$ cat src/rtl/conv_pkg.sv
// Types and helpers shared by the convolution window generator.
package conv_pkg;

    typedef enum logic [1:0] {
        FILL,
        RUN,
        FLUSH
    } conv_win_state_t;

    function automatic int pad_of(input int kern_size);
        return (kern_size - 1) / 2;
    endfunction

endpackage

$ cat src/rtl/functions_pkg.sv
// Generic elaboration-time helper functions shared across blocks.
package functions_pkg;

    function automatic int clog2(input int value);
        int r;
        r = 0;
        for (int i = 0; i < 31; i++) begin
            if ((1 << i) < value) begin
                r = i + 1;
            end
        end
        return r;
    endfunction

endpackage

$ cat src/rtl/conv_win_shreg.sv
// Pixel history for the window generator; presents the post-shift window.
module conv_win_shreg #(
    parameter int KERN_SIZE = 3,
    parameter int DIN_WIDTH = 8
) (
    input  logic                           clk,
    input  logic                           reset_n,
    input  logic                           shift_en,
    input  logic                           clear,
    input  logic [DIN_WIDTH-1:0]           shift_in,
    output logic [KERN_SIZE*DIN_WIDTH-1:0] shifted
);

    // The oldest slot falls out on every shift, so only KERN_SIZE-1 are kept.
    if (KERN_SIZE == 1) begin : g_single
        assign shifted = shift_in;
    end else begin : g_multi
        logic [(KERN_SIZE-1)*DIN_WIDTH-1:0] hist;

        assign shifted = {shift_in, hist};

        always_ff @(posedge clk or negedge reset_n) begin
            if (!reset_n) begin
                hist <= '0;
            end else if (clear) begin
                hist <= '0;
            end else if (shift_en) begin
                hist <= shifted[KERN_SIZE*DIN_WIDTH-1:DIN_WIDTH];
            end
        end
    end

endmodule

$ cat src/rtl/conv_window_gen.sv
// Serial pixel stream to zero-padded sliding windows for conv_kernel.
module conv_window_gen
    import conv_pkg::*, functions_pkg::*;
#(
    parameter int KERN_SIZE = 3,
    parameter int DIN_WIDTH = 8,
    parameter int ROW_LEN   = 32
) (
    input  logic                                      clk,
    input  logic                                      reset_n,
    input  logic                                      pix_vld,
    output logic                                      pix_rdy,
    input  logic signed [DIN_WIDTH-1:0]               pix,
    output logic                                      win_vld,
    output logic signed [KERN_SIZE-1:0][DIN_WIDTH-1:0] win,
    output logic                                      win_sol,
    output logic                                      win_eol
);

    localparam int PAD = pad_of(KERN_SIZE);
    localparam int CW  = (clog2(ROW_LEN) < 1) ? 1 : clog2(ROW_LEN);

    localparam logic [CW-1:0] LAST_FILL  = CW'((PAD > 0) ? PAD - 1 : 0);
    localparam logic [CW-1:0] FIRST_RUN  = CW'(PAD);
    localparam logic [CW-1:0] LAST_COL   = CW'(ROW_LEN - 1);
    localparam logic [CW-1:0] LAST_FLUSH = CW'((PAD > 0) ? PAD - 1 : 0);

    localparam conv_win_state_t START = (PAD == 0) ? RUN : FILL;

    if (KERN_SIZE < 1 || KERN_SIZE % 2 == 0) begin : g_bad_kern
        $error("conv_window_gen: KERN_SIZE must be odd and >= 1");
    end

    if (ROW_LEN <= PAD) begin : g_bad_row
        $error("conv_window_gen: ROW_LEN must exceed (KERN_SIZE-1)/2");
    end

    conv_win_state_t state, state_nx;

    logic [CW-1:0]                  cnt, cnt_nx;
    logic                           accept;
    logic                           shift_en;
    logic                           clear;
    logic [DIN_WIDTH-1:0]           shift_in;
    logic [KERN_SIZE*DIN_WIDTH-1:0] shifted;
    logic                           vld_nx;
    logic                           sol_nx;
    logic                           eol_nx;

    assign pix_rdy = reset_n && (state != FLUSH);
    assign accept  = pix_vld && pix_rdy;

    conv_win_shreg #(
        .KERN_SIZE(KERN_SIZE),
        .DIN_WIDTH(DIN_WIDTH)
    ) u_shreg (
        .clk     (clk),
        .reset_n (reset_n),
        .shift_en(shift_en),
        .clear   (clear),
        .shift_in(shift_in),
        .shifted (shifted)
    );

    always_ff @(posedge clk or negedge reset_n) begin
        if (!reset_n) begin
            state <= START;
            cnt   <= '0;
        end else begin
            state <= state_nx;
            cnt   <= cnt_nx;
        end
    end

    always_comb begin
        state_nx = state;
        cnt_nx   = cnt;
        shift_en = 1'b0;
        shift_in = pix;
        clear    = 1'b0;
        vld_nx   = 1'b0;
        sol_nx   = 1'b0;
        eol_nx   = 1'b0;
        unique case (state)
            FILL: begin
                if (accept) begin
                    shift_en = 1'b1;
                    cnt_nx   = cnt + 1'b1;
                    if (cnt == LAST_FILL) begin
                        state_nx = RUN;
                    end
                end
            end
            RUN: begin
                if (accept) begin
                    shift_en = 1'b1;
                    vld_nx   = 1'b1;
                    sol_nx   = (cnt == FIRST_RUN);
                    if (cnt == LAST_COL) begin
                        cnt_nx = '0;
                        if (PAD == 0) begin
                            eol_nx = 1'b1;
                        end else begin
                            state_nx = FLUSH;
                        end
                    end else begin
                        cnt_nx = cnt + 1'b1;
                    end
                end
            end
            FLUSH: begin
                // Right-edge padding: shift zeros while input is stalled.
                shift_en = 1'b1;
                shift_in = '0;
                vld_nx   = 1'b1;
                if (cnt == LAST_FLUSH) begin
                    eol_nx   = 1'b1;
                    clear    = 1'b1;
                    cnt_nx   = '0;
                    state_nx = START;
                end else begin
                    cnt_nx = cnt + 1'b1;
                end
            end
            default: begin
                state_nx = START;
                cnt_nx   = '0;
            end
        endcase
    end

    always_ff @(posedge clk or negedge reset_n) begin
        if (!reset_n) begin
            win_vld <= 1'b0;
            win_sol <= 1'b0;
            win_eol <= 1'b0;
            win     <= '0;
        end else begin
            win_vld <= vld_nx;
            win_sol <= sol_nx;
            win_eol <= eol_nx;
            if (vld_nx) begin
                win <= shifted;
            end
        end
    end

endmodule
$ cat config.mk
export PLATFORM = sky130hd
export DESIGN_NAME = conv_window_gen
export DESIGN_NICKNAME = d
export VERILOG_FILES = /design/src/rtl/conv_pkg.sv /design/src/rtl/functions_pkg.sv /design/src/rtl/conv_win_shreg.sv /design/src/rtl/conv_window_gen.sv
export SDC_FILE = /design/constraint.sdc
export NUM_CORES = 1
export LEC_CHECK = 0
export CORE_ASPECT_RATIO = 1.1
export CORE_MARGIN = 2
export CORE_UTILIZATION = 52
export DETAILED_ROUTE_END_ITERATION = 16
export PLACE_DENSITY = 0.79
export SETUP_SLACK_MARGIN = 0.05
export SLEW_MARGIN = 10
export SYNTH_ARGS = -nofsm -noshare
export SYNTH_HDL_FRONTEND = slang
export SYNTH_SLANG_ARGS = --single-unit
$ cat constraint.sdc
create_clock -name clk -period 1.9 [get_ports clk]
set_input_delay 0.19 -clock clk [delete_from_list [all_inputs] [get_ports clk]]
set_output_delay 0.19 -clock clk [all_outputs]
set_load 0.03 [all_outputs]
==> summary.txt, run 1 <==
Synthesis
  – Complex-gate fraction of the synthesized area: 0.0858
  – Largest cells by area after synthesis: dfrtp_1, mux2i_1, mux2_2
  – Synth top area share: 0.569
  – Mapped Nets: between 200 and 250
  – Syn. warnings: 0
  – Post-synthesis mux area share: 0.119
  – Number of flops mapped to enable cells by yosys: 0
  – Synth top cells by count: dfrtp_1, nand2_1, o21ai_0
  – Synth area leader: dfrtp_1
  – Mapped cell area: between 2000 and 2500 µm²
  – Largest family of logic cells by synthesized area: simple AND/OR/NAND/NOR gates
  – Top-count cell post-synth: dfrtp_1
  – Post-synthesis adder-cell area fraction: 0.0455
  – Post-Synthesis Cells: ~190
  – Post-synthesis sequential element count: 50
  – Yosys cell types: 33
  – Mean area per synthesized cell: between 10 and 15 µm²
  – Top_reg_cell synth: dfrtp_1
  – Seq/Total Area, Yosys: 0.569
  – Synth Area in Simple Gates: 0.134
  – Synth Area in XOR/XNOR: 0
  – Ys async rst share: 1.00

Power and ir drop
  – PD cells: roughly 1800 nW/µm²
  – Switching pwr: just over 2000 µW
  – Internal cell power: between 3000 and 4000 µW
  – Combinational Power Share: 0.504
  – Leak pwr: about 0.0013 µW
  – Reg power frac: 0.372
  – VDD IR max: 0.000918 V
  – Switch share: 0.406
  – Clk pwr share: 0.124

Floorplanning
  – Die area: about 4800 µm²
  – Core box area: 4020 µm²
  – Num rows: 24
  – I/O pin count: 39
  – Starting Density: 0.547
  – Die Y: 72.2 µm
  – Die W: 66.0 µm

Finish
  – Number of nets in the layout: roughly 260
  – Fillers: 310
  – Area delta synth->final: 27.7%
  – FF+latch area: 1250 µm²
  – Diode count: 0
  – Share of layout cells above drive strength 1: 0.171
  – Multi-input gate area: about 870 µm²

Critical path
  – Crit path DAT: about 1.6 ns
  – Critical path type: reg2out
  – Startpoint types: register
  – Critical Path RT: ~1.7 ns
  – CP Max Fanout: 6
  – Reg-to-reg setup timing slack: ~0.09 ns
  – Setup crit end kind: primary output

Route
  – Antenna-violating nets left: 0
  – Final Routed Wirelength: between 4000 and 5000 µm
  – Vias per inst: 5.15
  – Vias: approximately 1500
  – WL/cell: 14.2 µm
  – Drt drc: 0
  – Iter 0 DRT Violations: approximately 110
  – DR pass1 iterations: 4

Clock network
  – CTS Sinks: 50
  – Root buffer cell: clkbuf_8
  – CTS buffer count: 5
  – Clk buf depth: 2
  – Max H-tree Level: 2
  – CTS tree: yes
  – Worst skew pair latency: ~0.30 ns
  – Worst-path clk slew: 0.09 ns

STA
  – Final total negative setup slack: 0 ns
  – Fin. Hold Viols: 0
  – Max-slew violation count: 0
  – Final Worst Setup Slack: 0.0878 ns
  – Clock Skew: ~0.0047 ns
  – Fmax achieved: around 550 MHz
  – RSZ-0062 raised after global routing: yes
  – # setup viols final: 0
  – Fin crit share: 0.954
  – Worst slew pin tran: around 0.61 ns
  – Worst slew margin: 0.595
  – Final min period: around 1.8 ns

Global routing
  – GRT overflow: 0
  – Vias in the first global route: ~1500
  – GRT Max-Usage Layer: met2
  – Global-route wire length before repair: around 6900 µm
  – Number of antenna violations at the first check in global routing: 0
  – Gr usage total: 0.193
  – Met2 usage: 0.297
  – Largest net degree at the start of global routing: approximately 50
  – Met3 Use GR: 0.0558
  – Met1 Use GR: 0.257

Worst hold path
  – HP Class: in2async

Place
  – Post-place setup slack: between 0.06 and 0.07 ns
  – Detailed Place HPWL: about 3000 µm
  – RePlAce Congestion: 0.812
  – Number of port buffers: 38

Job
  – Total of max-cap violations: 0

Outcome
  – Status: finished, final reports clean
## sequential cells by signal (all words and copies together), names as in the netlist
name	cells
cnt	5
win_vld	1
win_eol	1
u_shreg.g_multi.hist	16
win	24
win_sol	1
state	2
## routing by layer
layer	vias to the layer above	share of wire
li1	744	-
met3	9	0.046
met2	32	0.48
met5	-	0
met4	0	0.023
met1	719	0.45
## worst paths after layout
kind | startpoint | end | cells past startpoint
min reg2reg | win[18] | win[18] | 2
max | state[0] | pix_rdy | 4
max reg2reg | state[0] | u_shreg.g_multi.hist[11] | 7
min in group clk | pix[1] | u_shreg.g_multi.hist[9] | 3
min | reset_n | state[1] | 2
max in group asynchronous | reset_n | cnt[0] | 3
## final cells by class
class / count / share of cell area
inverter: 14 / 0.0187
clock buffer: 6 / 0.0294
tap: 52 / 0.0232
timing repair buffer: 49 / 0.168
sequential: 50 / 0.446
multi-input combinational: 119 / 0.310
clock inverter: 2 / 0.00445
## stage by stage
stage | utilization | power (µW) | cell area (µm²) | cells | hold slack [ns]
detailed placement | 0.667 | 4420 | 2680 | 283 | 0.0212
floorplan | - | 3500 | 2200 | 192 | -0.106
global placement | 0.667 | 4340 | 2680 | 283 | 0.0215
finish | 0.698 | 5060 | 2810 | 292 | 0.236
CTS | 0.692 | 5050 | 2790 | 292 | 0.226
global route | 0.698 | 5430 | 2810 | 292 | 0.259
## placed cells by master, fill, tap and decap left out, types with 2 or more instances in the layout
| cell | Yosys | layout |
|---|---|---|
| ha_2 | 0 | 2 |
| and3_1 | 2 | 2 |
| nor2_1 | 11 | 10 |
| a22o_1 | 2 | 2 |
| a21oi_1 | 3 | 2 |
| clkdlybuf4s50_1 | 0 | 36 |
| inv_1 | 14 | 14 |
| clkbuf_8 | 0 | 6 |
| dfrtp_1 | 50 | 48 |
| o21ai_0 | 17 | 17 |
| dfrtp_2 | 0 | 2 |
| nand3_1 | 2 | 2 |
| mux2i_1 | 16 | 16 |
| nand2b_1 | 10 | 10 |
| buf_4 | 0 | 9 |
| mux2_2 | 9 | 9 |
| ha_1 | 8 | 6 |
| nor2b_1 | 3 | 3 |
| nand2_1 | 19 | 19 |
## worst max-delay path, stage by stage (launching register included)
cell and delay [ns]:
dfrtp_2 0.40, inv_1 0.07, ha_2 0.24, nor2b_4 0.18
dlygate4sd2_1 0.43
## kinds of logic (layout without fill, tap and decap cells)
family,count (synthesis),after routing
AND/OR/NAND/NOR,55,55
flip-flops,50,50
AO/OA/AOI/OAI,31,31
multiplexers,25,25
buffers and inverters,23,71
adder cells (fa/ha/maj),8,8
## power groups by stage
stage                     combinational, µW  clock, µW  sequential (µW)
after floorplan                        1200          0             2300
after global routing                   2780        691             1950
after global placement                 2460          0             1880
after detailed placement               2520          0             1900
final                                  2550        630             1880
after CTS                              2530        647             1880
## what timing repair did
action                     4_1_cts  5_1_grt
hold buffers                     1        0
gates resized for setup          1        8
setup endpoints to repair        1       21
hold endpoints to repair         2        0
buffers inserted                 0        0
Power figures use the tool's default switching activity.
==> inputs of run 2 (changes only) <==
- SLEW_MARGIN: 10 -> unset
==> results of run 2 <==
The final DEF is identical to that of run 1; final timing and power are the same.
